**config.mk**
```make
export PLATFORM = sky130hd
export DESIGN_NAME = instruction_fetcher
export DESIGN_NICKNAME = d
export VERILOG_FILES = /design/src/rtl/instruction_fetcher.sv
export SDC_FILE = /design/constraint.sdc
export NUM_CORES = 1
export LEC_CHECK = 0
export BUFFER_PORTS_ARGS = -buffer_cell sky130_fd_sc_hd__buf_4
export CORE_ASPECT_RATIO = 0.7
export CORE_MARGIN = 2
export CORE_UTILIZATION = 39
export CTS_BUF_LIST = sky130_fd_sc_hd__clkbuf_4 sky130_fd_sc_hd__clkbuf_8 sky130_fd_sc_hd__clkbuf_16
export DETAILED_ROUTE_END_ITERATION = 10
export PLACE_DENSITY = 0.72
export SYNTH_ARGS = -nofsm -noshare
export SYNTH_HDL_FRONTEND = slang
export SYNTH_SLANG_ARGS = --single-unit
```
**constraint.sdc**
```tcl
create_clock -name clk -period 1.72 [get_ports clk]
set_input_delay 0.258 -clock clk [delete_from_list [all_inputs] [get_ports clk]]
set_output_delay 0.258 -clock clk [all_outputs]
set_load 0.05 [all_outputs]
```
**src/rtl/instruction_fetcher.sv**
```systemverilog
// ============================================================================
// Module      : instruction_fetcher
// Description : Core-side instruction fetch unit. Accepts a fetch request from
//               the core controller (fetcher_reset low + pc). Reads one 32-bit
//               word from instruction memory over a valid/ready handshake, and
//               holds the word with fetcher_completed until the core releases
//               the request.
//               Define INSTRUCTION_FETCHER_CACHE_EN to add a 16-entry
//               direct-mapped cache, so repeated fetches complete without a
//               memory transaction.
// Revision    : 1.0 - initial release
// ============================================================================
`default_nettype none

module instruction_fetcher (
    input  logic        clk,
    input  logic        reset,
    input  logic        fetcher_reset,
    input  logic [31:0] pc,
    output logic        fetcher_completed,
    output logic [31:0] instruction,
    output logic [31:0] inst_mem_addr,
    output logic        inst_mem_valid,
    input  logic [31:0] inst_mem_data,
    input  logic        inst_mem_ready
);

    typedef enum logic [1:0] {
        S_IDLE = 2'd0,
        S_REQ  = 2'd1,
        S_DONE = 2'd2
    } state_t;

    state_t      r_state;
    logic        r_completed;
    logic        r_valid;
    logic [31:0] r_instruction;
    logic [31:0] r_addr;

    // A memory response is taken only when the request is still wanted.
    // An abort in the same cycle discards the data.
    logic        w_capture;
    assign w_capture = (r_state == S_REQ) && !fetcher_reset && inst_mem_ready;

    logic        w_hit;
    logic [31:0] w_hit_data;

    // The byte offset within the word never affects the fetch.
    logic [1:0]  w_unused_pc;
    assign w_unused_pc = pc[1:0];

`ifdef INSTRUCTION_FETCHER_CACHE_EN
    localparam int c_LINES = 16;

    logic [25:0]        r_tag        [0:c_LINES-1];
    logic [31:0]        r_data       [0:c_LINES-1];
    logic [c_LINES-1:0] r_line_valid;

    logic [3:0]  w_lookup_idx;
    logic [3:0]  w_fill_idx;
    assign w_lookup_idx = pc[5:2];
    assign w_fill_idx   = r_addr[5:2];

    // The lookup uses the live pc. It only matters in IDLE, on the edge where
    // the request is accepted.
    assign w_hit      = r_line_valid[w_lookup_idx] && (r_tag[w_lookup_idx] == pc[31:6]);
    assign w_hit_data = r_data[w_lookup_idx];

    // Only the valid bits need a reset. The tag and data arrays are qualified
    // by them and stay reset-free, so they can map onto plain storage.
    always_ff @(posedge clk) begin
        if (reset) begin
            r_line_valid <= '0;
        end else if (w_capture) begin
            r_line_valid[w_fill_idx] <= 1'b1;
        end
    end

    // Each completed miss unconditionally replaces the indexed line.
    always_ff @(posedge clk) begin
        if (!reset && w_capture) begin
            r_tag[w_fill_idx]  <= r_addr[31:6];
            r_data[w_fill_idx] <= inst_mem_data;
        end
    end
`else
    assign w_hit      = 1'b0;
    assign w_hit_data = 32'h0000_0000;
`endif

    // Fetch sequencer. All outputs come from registers so that no input
    // reaches an output combinationally.
    always_ff @(posedge clk) begin
        if (reset) begin
            r_state       <= S_IDLE;
            r_completed   <= 1'b0;
            r_valid       <= 1'b0;
            r_instruction <= 32'h0000_0000;
            r_addr        <= 32'h0000_0000;
        end else begin
            case (r_state)
                S_IDLE: begin
                    r_completed <= 1'b0;
                    r_valid     <= 1'b0;
                    if (!fetcher_reset) begin
                        r_addr <= {pc[31:2], 2'b00};
                        if (w_hit) begin
                            r_instruction <= w_hit_data;
                            r_completed   <= 1'b1;
                            r_state       <= S_DONE;
                        end else begin
                            r_valid <= 1'b1;
                            r_state <= S_REQ;
                        end
                    end
                end
                S_REQ: begin
                    if (fetcher_reset) begin
                        r_valid <= 1'b0;
                        r_state <= S_IDLE;
                    end else if (inst_mem_ready) begin
                        r_instruction <= inst_mem_data;
                        r_valid       <= 1'b0;
                        r_completed   <= 1'b1;
                        r_state       <= S_DONE;
                    end
                end
                S_DONE: begin
                    if (fetcher_reset) begin
                        r_completed <= 1'b0;
                        r_state     <= S_IDLE;
                    end
                end
                default: begin
                    r_completed <= 1'b0;
                    r_valid     <= 1'b0;
                    r_state     <= S_IDLE;
                end
            endcase
        end
    end

    assign fetcher_completed = r_completed;
    assign instruction       = r_instruction;
    assign inst_mem_addr     = r_addr;
    assign inst_mem_valid    = r_valid;

endmodule

`default_nettype wire

```
# [After elaboration in Yosys (flattened, before gate mapping)]
# Cells that the tools add are included.
[word_totals] register_bits=66 wordCells=33
[classes] eq_ne=7 mux=13 n_bitwise=2 n_reduce_logical=6
[ops] op="AND reduction 3 bit" n=3
[ops] op="2-to-1 mux 2 bit" n=4
[ops] op="inequality test 2 bit (second input constant)" n=4
[ops] op="2-to-1 mux 1 bit" n=6
[ops] op="one-hot mux 2 bit (3 select lines)" n=1
[ops] op="AND reduction 2 bit" n=2
[ops] op="inequality test 3 bit (second input constant)" n=1
[ops] op="one-hot mux 1 bit (3 select lines)" n=1
[ops] op="== test 2 x 1 -> 1 bit (second input constant)" n=1
[ops] op="== test 2 bit (second input constant)" n=1
[ops] op="logical NOT 2 bit" n=1
[ops] op="inverter 1 bit" n=2
[ops] op="one-hot mux 1 bit (2 select lines)" n=1

# [Longest topological paths before layout]
# Gate-level depths: netlist of run 1.
[depth] word_depth=3 ltp_mapped=6 depth_no_buf=3

# [Worst setup path before layout of run 1]
# OpenSTA, ideal clock, no wires.
[synth_path] path_kind="register to register" startpoint="register r_state[0]" endpoint="register r_addr[31], in the netlist inst_mem_addr[31]" setup_ps=132 arrival_time_ps=1081 t_required_ps=1588 path_slack_ps=507 path_stages_with_launch=6 n_path_buf=2 synth_period_minus_slack_ps=1213 path_cell_list="dfxtp_1 -> buf_2 -> or3_4 -> buf_6 -> nand2_1 -> a21oi_1"
[synth_between] elab_chain_len=2
[synth_rtl] item="start, declared" line="34" text="state_t r_state;"
[synth_rtl] item="start signal, assigned" line="95" text="r_state <= S_IDLE;"
[synth_rtl] item="start signal, assigned" line="110" text="r_state <= S_DONE;"
[synth_rtl] item="start signal, assigned" line="113" text="r_state <= S_REQ;"
[synth_rtl] item="logical NOT 2 bit" line="101" text="case (r_state)"
[synth_rtl] item="AND reduction 2 bit (no line)"
[synth_rtl] item="end signal, assigned" line="106" text="r_addr <= {pc[31:2], 2'b00};"
[synth_rtl] item="end, declared" line="38" text="logic [31:0] r_addr;"
# Every way passes these cells.
# A chain may end at the register's enable or synchronous reset.

# [Final worst setup path of run 1]
[layout_path] startpoint="register r_state[1]" endpoint="register r_instruction[0], in the netlist instruction[0]"
[layout_between] elab_chain_len=2
[layout_rtl] item="== test 2 x 1 -> 1 bit" line="101"
[layout_rtl] item="AND reduction 3 bit (no line)"
[layout_rtl] item="end signal, assigned" line="108" text="r_instruction <= w_hit_data;"
[layout_rtl] item="end signal, assigned" line="122" text="r_instruction <= inst_mem_data;"
[layout_rtl] item="end, declared" line="37" text="logic [31:0] r_instruction;"
# Every way passes these cells.

==> flow_summary.json, run 1 <==
{
  "outcome": "finished, final reports clean",
  "slowest_delay_ns": 0.80,
  "busiest_layer": "met2",
  "postCtsHoldBufs": 0,
  "maxCapViolCount": 0,
  "tritoncts": "yes",
  "drc": 0,
  "cp.arrival_ns": 1.81,
  "period_share_pct": 89.7,
  "wire_per_inst_um": 12.3,
  "port_buffers": 129,
  "synth_warnings": 0,
  "clk_pin_slew_ns": 0.07,
  "synth_area_leaders": "dfxtp_1, nand2_1, a21oi_1",
  "h-tree-depth": 3,
  "grt_use_total_pct": 17.5,
  "rows": 23,
  "netlist_instances": 294,
  "drt_iter0_drc": 68,
  "first_global_vias": 2129,
  "crit_type": "reg2reg",
  "finClkSkew_ns": 0.00711,
  "fill_cells": 526,
  "yosys_register_bits": 66,
  "gp_congestion": 0.767,
  "grt_pass1_wl_um": 9560,
  "max_slew_margin_pct": 54.0,
  "max-vdd-ir-drop_mv": 0.645,
  "setup_tns_ns": 0,
  "cts-root-buf": "clkbuf_8",
  "antenna_cells": 0,
  "ios": 134,
  "synth_edf_count": 0,
  "vias_per_cell": 4.65,
  "grt_max_degree": 41,
  "finalHoldViolCount": 0,
  "grtUsageMet3_pct": 9.27,
  "fmax_mhz": 648,
  "critical_path_buf_inv_count": 0,
  "vias": 2303,
  "startpoint_type": "register",
  "synth_top_area_cell": "dfxtp_1",
  "whs_ns": 0.156,
  "fin_crit_ns": 1.54,
  "floorplan.initialDensity_pct": 41.2,
  "clock_sinks": 66,
  "wl_um": 6080,
  "drv_slew": 0,
  "postCtsSetupRepairBufs": 0,
  "areaGrowthSynthToFinish_pct": 50.2,
  "grt-ovfl-total": 0,
  "grt_use_met1_pct": 20.6,
  "cts_resized": 0,
  "design_area_sq_mm": 0.00359,
  "async_reset_ff_share_pct": 0,
  "ys.flop_type": "dfxtp_1",
  "ant_nets": 0,
  "drtPass1Iterations": 4,
  "antenna_found_initial": 0,
  "clock_latency_ns": 0.33,
  "coreArea_sq_mm": 0.00581,
  "synth.most_common_cell": "nand2_1",
  "ys_seq_area_share_pct": 55.2,
  "required_ns": 1.99,
  "grt.met2_usage_pct": 27.1,
  "placed_area_sq_mm": 0.00334,
  "netlist_area_sq_mm": 0.00239,
  "nets": 483,
  "tightest_slew_ns": 0.690,
  "grt_setup_unrepaired": "false",
  "powerDensity_mw_per_mm2": 1060,
  "netlist.area_leader.share_pct": 55.2,
  "end_kind": "register",
  "slowest_stage": "and4bb_2",
  "synth.avg_cell_area_sq_um": 8.14,
  "hpwl_um": 4220,
  "cts_inserted_buffers": 9,
  "crit_chain": "and4bb_2 > nand2_1 > a21oi_1",
  "cts_buffer_depth": 2,
  "hp-class": "in2reg",
  "power_leakage_nw": 1.58,
  "yosysUniqueCellTypes": 20,
  "finalSetupViolations": 0,
  "drive_gt1_share_pct": 36.7,
  "path_max_fanout": 33,
  "die_area_sq_mm": 0.00679,
  "die_height_um": 69.5,
  "die_w_um": 97.6,
  "yosys-top-cells-count": "nand2_1, dfxtp_1, a21oi_1",
  "crit_family": "simple AND/OR/NAND/NOR gates"
}
cells in the final DEF, fill, tap and decap left out, drive strengths merged:
| cell type | n |
|---|---|
| a2111oi | 1 |
| a31oi | 1 |
| and4bb | 1 |
| nand3b | 2 |
| clkbuf | 11 |
| mux2 | 1 |
| bufinv | 3 |
| dfxtp | 66 |
| nand2b | 1 |
| nand2 | 125 |
| nor3 | 2 |
| nor2 | 1 |
| clkinv | 2 |
| buf | 134 |
| conb | 2 |
| nand4bb | 1 |
| or3 | 1 |
| a21oi | 64 |
| a211o | 1 |
stage by stage:
step	worst slack (ns)	util [%]	power, mW	cells
floorplan	0.507	-	2.02	295
global placement	0.199	57.5	2.24	479
detailed placement	0.173	57.5	2.25	479
CTS	0.158	61.8	3.86	495
global route	0.0257	61.8	3.96	495
finish	0.178	61.8	3.80	495
per-layer routing:
layer  part of all wire [%]  wire length, um
met5                      0                0
met1                     44             2680
met3                     11              663
met2                     43             2640
met4                    1.6               97
registers in the layout, indices dropped and copies added, names as in the netlist:
signal,cells
inst_mem_valid,1
r_state,2
inst_mem_addr,30
instruction,32
fetcher_completed,1
area by class of cell:
class	instances	area [sq um]	share of cell area (%)
flip-flops and latches	66	1320	36.8
repair buffers	134	1020	28.4
clock buffers	11	151	4.21
clock inverters	5	100	2.79
multi-input cells	204	907	25.3
well taps	75	93.8	2.61
cell families after synthesis:
kind of cell,after synthesis,share of synthesized area [%]
buf+inv,25,7.01
compound gates,67,14.4
simple gates,134,22.8
mux,1,0.471
flops,66,55.2
other cells,1,0.157
power breakdown:
group | switching, mW | internal, mW
logic | 0.368 | 0.220
clock network | 0.556 | 1.04
registers | 0.0329 | 1.59
final timing paths:
path	startpoint	to	slack, ns	cells past startpoint
worst min-delay path	fetcher_reset	r_state[1]	0.16	2
worst min register to register	inst_mem_addr[12]	inst_mem_addr[12]	0.45	2
worst max-delay path	r_state[1]	instruction[0]	0.18	3
worst max register to register	r_state[1]	instruction[0]	0.18	3
Note: power is estimated with default switching activity, not from simulation.
==> run 2: changes to the inputs <==
Settings changed: HOLD_SLACK_MARGIN from default to 0.15, PLACE_DENSITY 0.72 to 0.79.
==> run 2 against run 1 <==
Compared with the run above:
- sequential power about the same
- critical path type is now in2reg
- critical endpoint is now instruction[5]
- highest routed layer unchanged
- sequential share of layout area down 1.2 points
- clock power down 18%
- non-clock buffer count up 15
- via count up 1.2%
- first-iteration DRC count down 10%
- final area up 3.3%
- fmax up 6.0%
- global-route usage up 1.5 points
- critical path depth up 3
==> flow_summary.json, run 2 (synthesized netlist as in run 1, its figures left out) <==
{
  "outcome": "finished, final reports clean",
  "ios": 134,
  "fill_cells": 500,
  "finalWorstSetupSlack_ns": 0.266,
  "wl_met2_um": 2750,
  "postCtsSetupRepairBufs": 0,
  "hpwl_um": 4270,
  "fin_crit_ns": 1.45,
  "die_area_sq_mm": 0.00679,
  "grt-ovfl-total": 0,
  "clock_latency_ns": 0.34,
  "cts-root-buf": "clkbuf_8",
  "vias": 2330,
  "first_global_vias": 2323,
  "die_w_um": 97.6,
  "final_cell_mix": "buf_4, nand2_1, dfxtp_1",
  "gp_congestion": 0.793,
  "cts_buffer_depth": 2,
  "h-tree-depth": 3,
  "slowest_delay_ns": 0.54,
  "drtPass1Iterations": 4,
  "grt_setup_unrepaired": "false",
  "drive_gt1_share_pct": 35.4,
  "drc": 0,
  "reg2regPathDepth": 4,
  "reg2reg_from": "r_state[0]",
  "wl_um": 6150,
  "antenna_cells": 0,
  "floorplan.initialDensity_pct": 41.2,
  "hold_start": "inst_mem_data[21]",
  "vias_per_cell": 4.57,
  "design_area_sq_mm": 0.00371,
  "fmax_mhz": 688,
  "finalHoldViolCount": 0,
  "antenna_found_initial": 0,
  "layout.cells.non_filler": 510,
  "max-vdd-ir-drop_mv": 0.728,
  "r2r-end": "instruction[5]",
  "hp-class": "in2reg",
  "clk_pin_slew_ns": 0.07,
  "dpl_worst_slack_ns": 0.386,
  "grt_pass1_wl_um": 10400,
  "clock_sinks": 66,
  "nets": 498,
  "required_ns": 1.99,
  "place_inst": 479,
  "slowest_stage": "dlygate4sd3_1",
  "largest_reg_flops": 32,
  "crit_type": "in2reg",
  "maxCapViolCount": 0,
  "dr.max_layer_used": "met4",
  "path_max_fanout": 32,
  "period_share_pct": 84.6,
  "final_core_util_pct": 63.9,
  "crit_chain": "dlygate4sd3_1 > buf_4 > and4bb_2 > buf_12 > nand2_1 > a21oi_1",
  "power_leakage_nw": 1.62,
  "ff2ff_setup_slack_ns": 0.38,
  "drv_slew": 0,
  "grt_max_degree": 37,
  "finClkSkew_ns": 0.00834,
  "ant_nets": 0,
  "rows": 23,
  "tritoncts": "yes",
  "drt_iter0_drc": 61,
  "cts_resized": 0,
  "coreArea_sq_mm": 0.00581,
  "met3_wirelength_um": 676,
  "layout_commonest_cell": "buf_4",
  "wire_per_inst_um": 12.1,
  "end_kind": "register",
  "wl_met1_um": 2620,
  "areaGrowthSynthToFinish_pct": 55.2,
  "placed_area_sq_mm": 0.00335,
  "setup_tns_ns": 0,
  "setup.worst_path.end": "instruction[5]",
  "cts_inserted_buffers": 9,
  "port_buffers": 129,
  "cp.arrival_ns": 1.72,
  "die_height_um": 69.5,
  "startpoint_type": "input pin",
  "powerDensity_mw_per_mm2": 957,
  "crit_start": "fetcher_reset",
  "grt_use_total_pct": 19.0,
  "finalSetupViolations": 0
}
## run 2: cell types whose count changed in the layout (fill, tap and decap cells not counted)
cell and change:
buf_12 +1, clkbuf_4 +1, buf_4 -1, dlygate4sd3_1 +15, bufinv_16 -2, clkinvlp_4 +2
clkinv_2 -1
## run 2: timing repair
item / 4_1_cts / 5_1_grt
hold buffers: 15 / 0
endpoints found under the hold margin: 15 / 0
endpoints found under the setup margin: 0 / 0
## run 2: layer usage
metal / vias to the layer above / global-route usage (%)
met5: - / 0
met4: 0 / 6.94
met3: 10 / 9.68
met2: 96 / 30.6
met1: 1014 / 21.8
li1: 1210 / -
## run 2: how the worst min path moves through the flow
stage,endpoint,slack [ns],cells after the start
final,instruction[21],0.17,3
after CTS,instruction[3],0.15,3
after global routing,inst_mem_addr[9],0.15,3
after global placement,instruction[20],0.44,2
after floorplan,r_state[1],0.33,1
after detailed placement,instruction[22],0.45,2
## run 2: where the power goes
group	total (mW)	switching [mW]	internal, mW
clock network	1.31	0.553	0.762
logic	0.612	0.370	0.243
registers	1.62	0.0347	1.59
total	3.55	0.958	2.59
## run 2: critical path, delay by kind of cell
kind | cells | cell delay [ns]
compound gates | 1 | 0.13
buf+inv | 3 | 0.90
simple gates | 2 | 0.42
## run 2: through the flow
stage               hold slack [ns]  total power, mW
floorplan                     0.335             2.02
global placement              0.442             2.24
detailed placement            0.447             2.25
CTS                           0.150             3.61
global route                  0.152             3.73
finish                        0.167             3.55
## run 2: area by class of cell
type / count / area, sq um / area share [%]
Clock buffer: 12 / 159 / 4.28
Tap cell: 75 / 93.8 / 2.53
Multi-Input combinational cell: 204 / 907 / 24.4
Clock inverter: 4 / 50.0 / 1.35
Sequential cell: 66 / 1320 / 35.6
Timing Repair Buffer: 149 / 1180 / 31.8
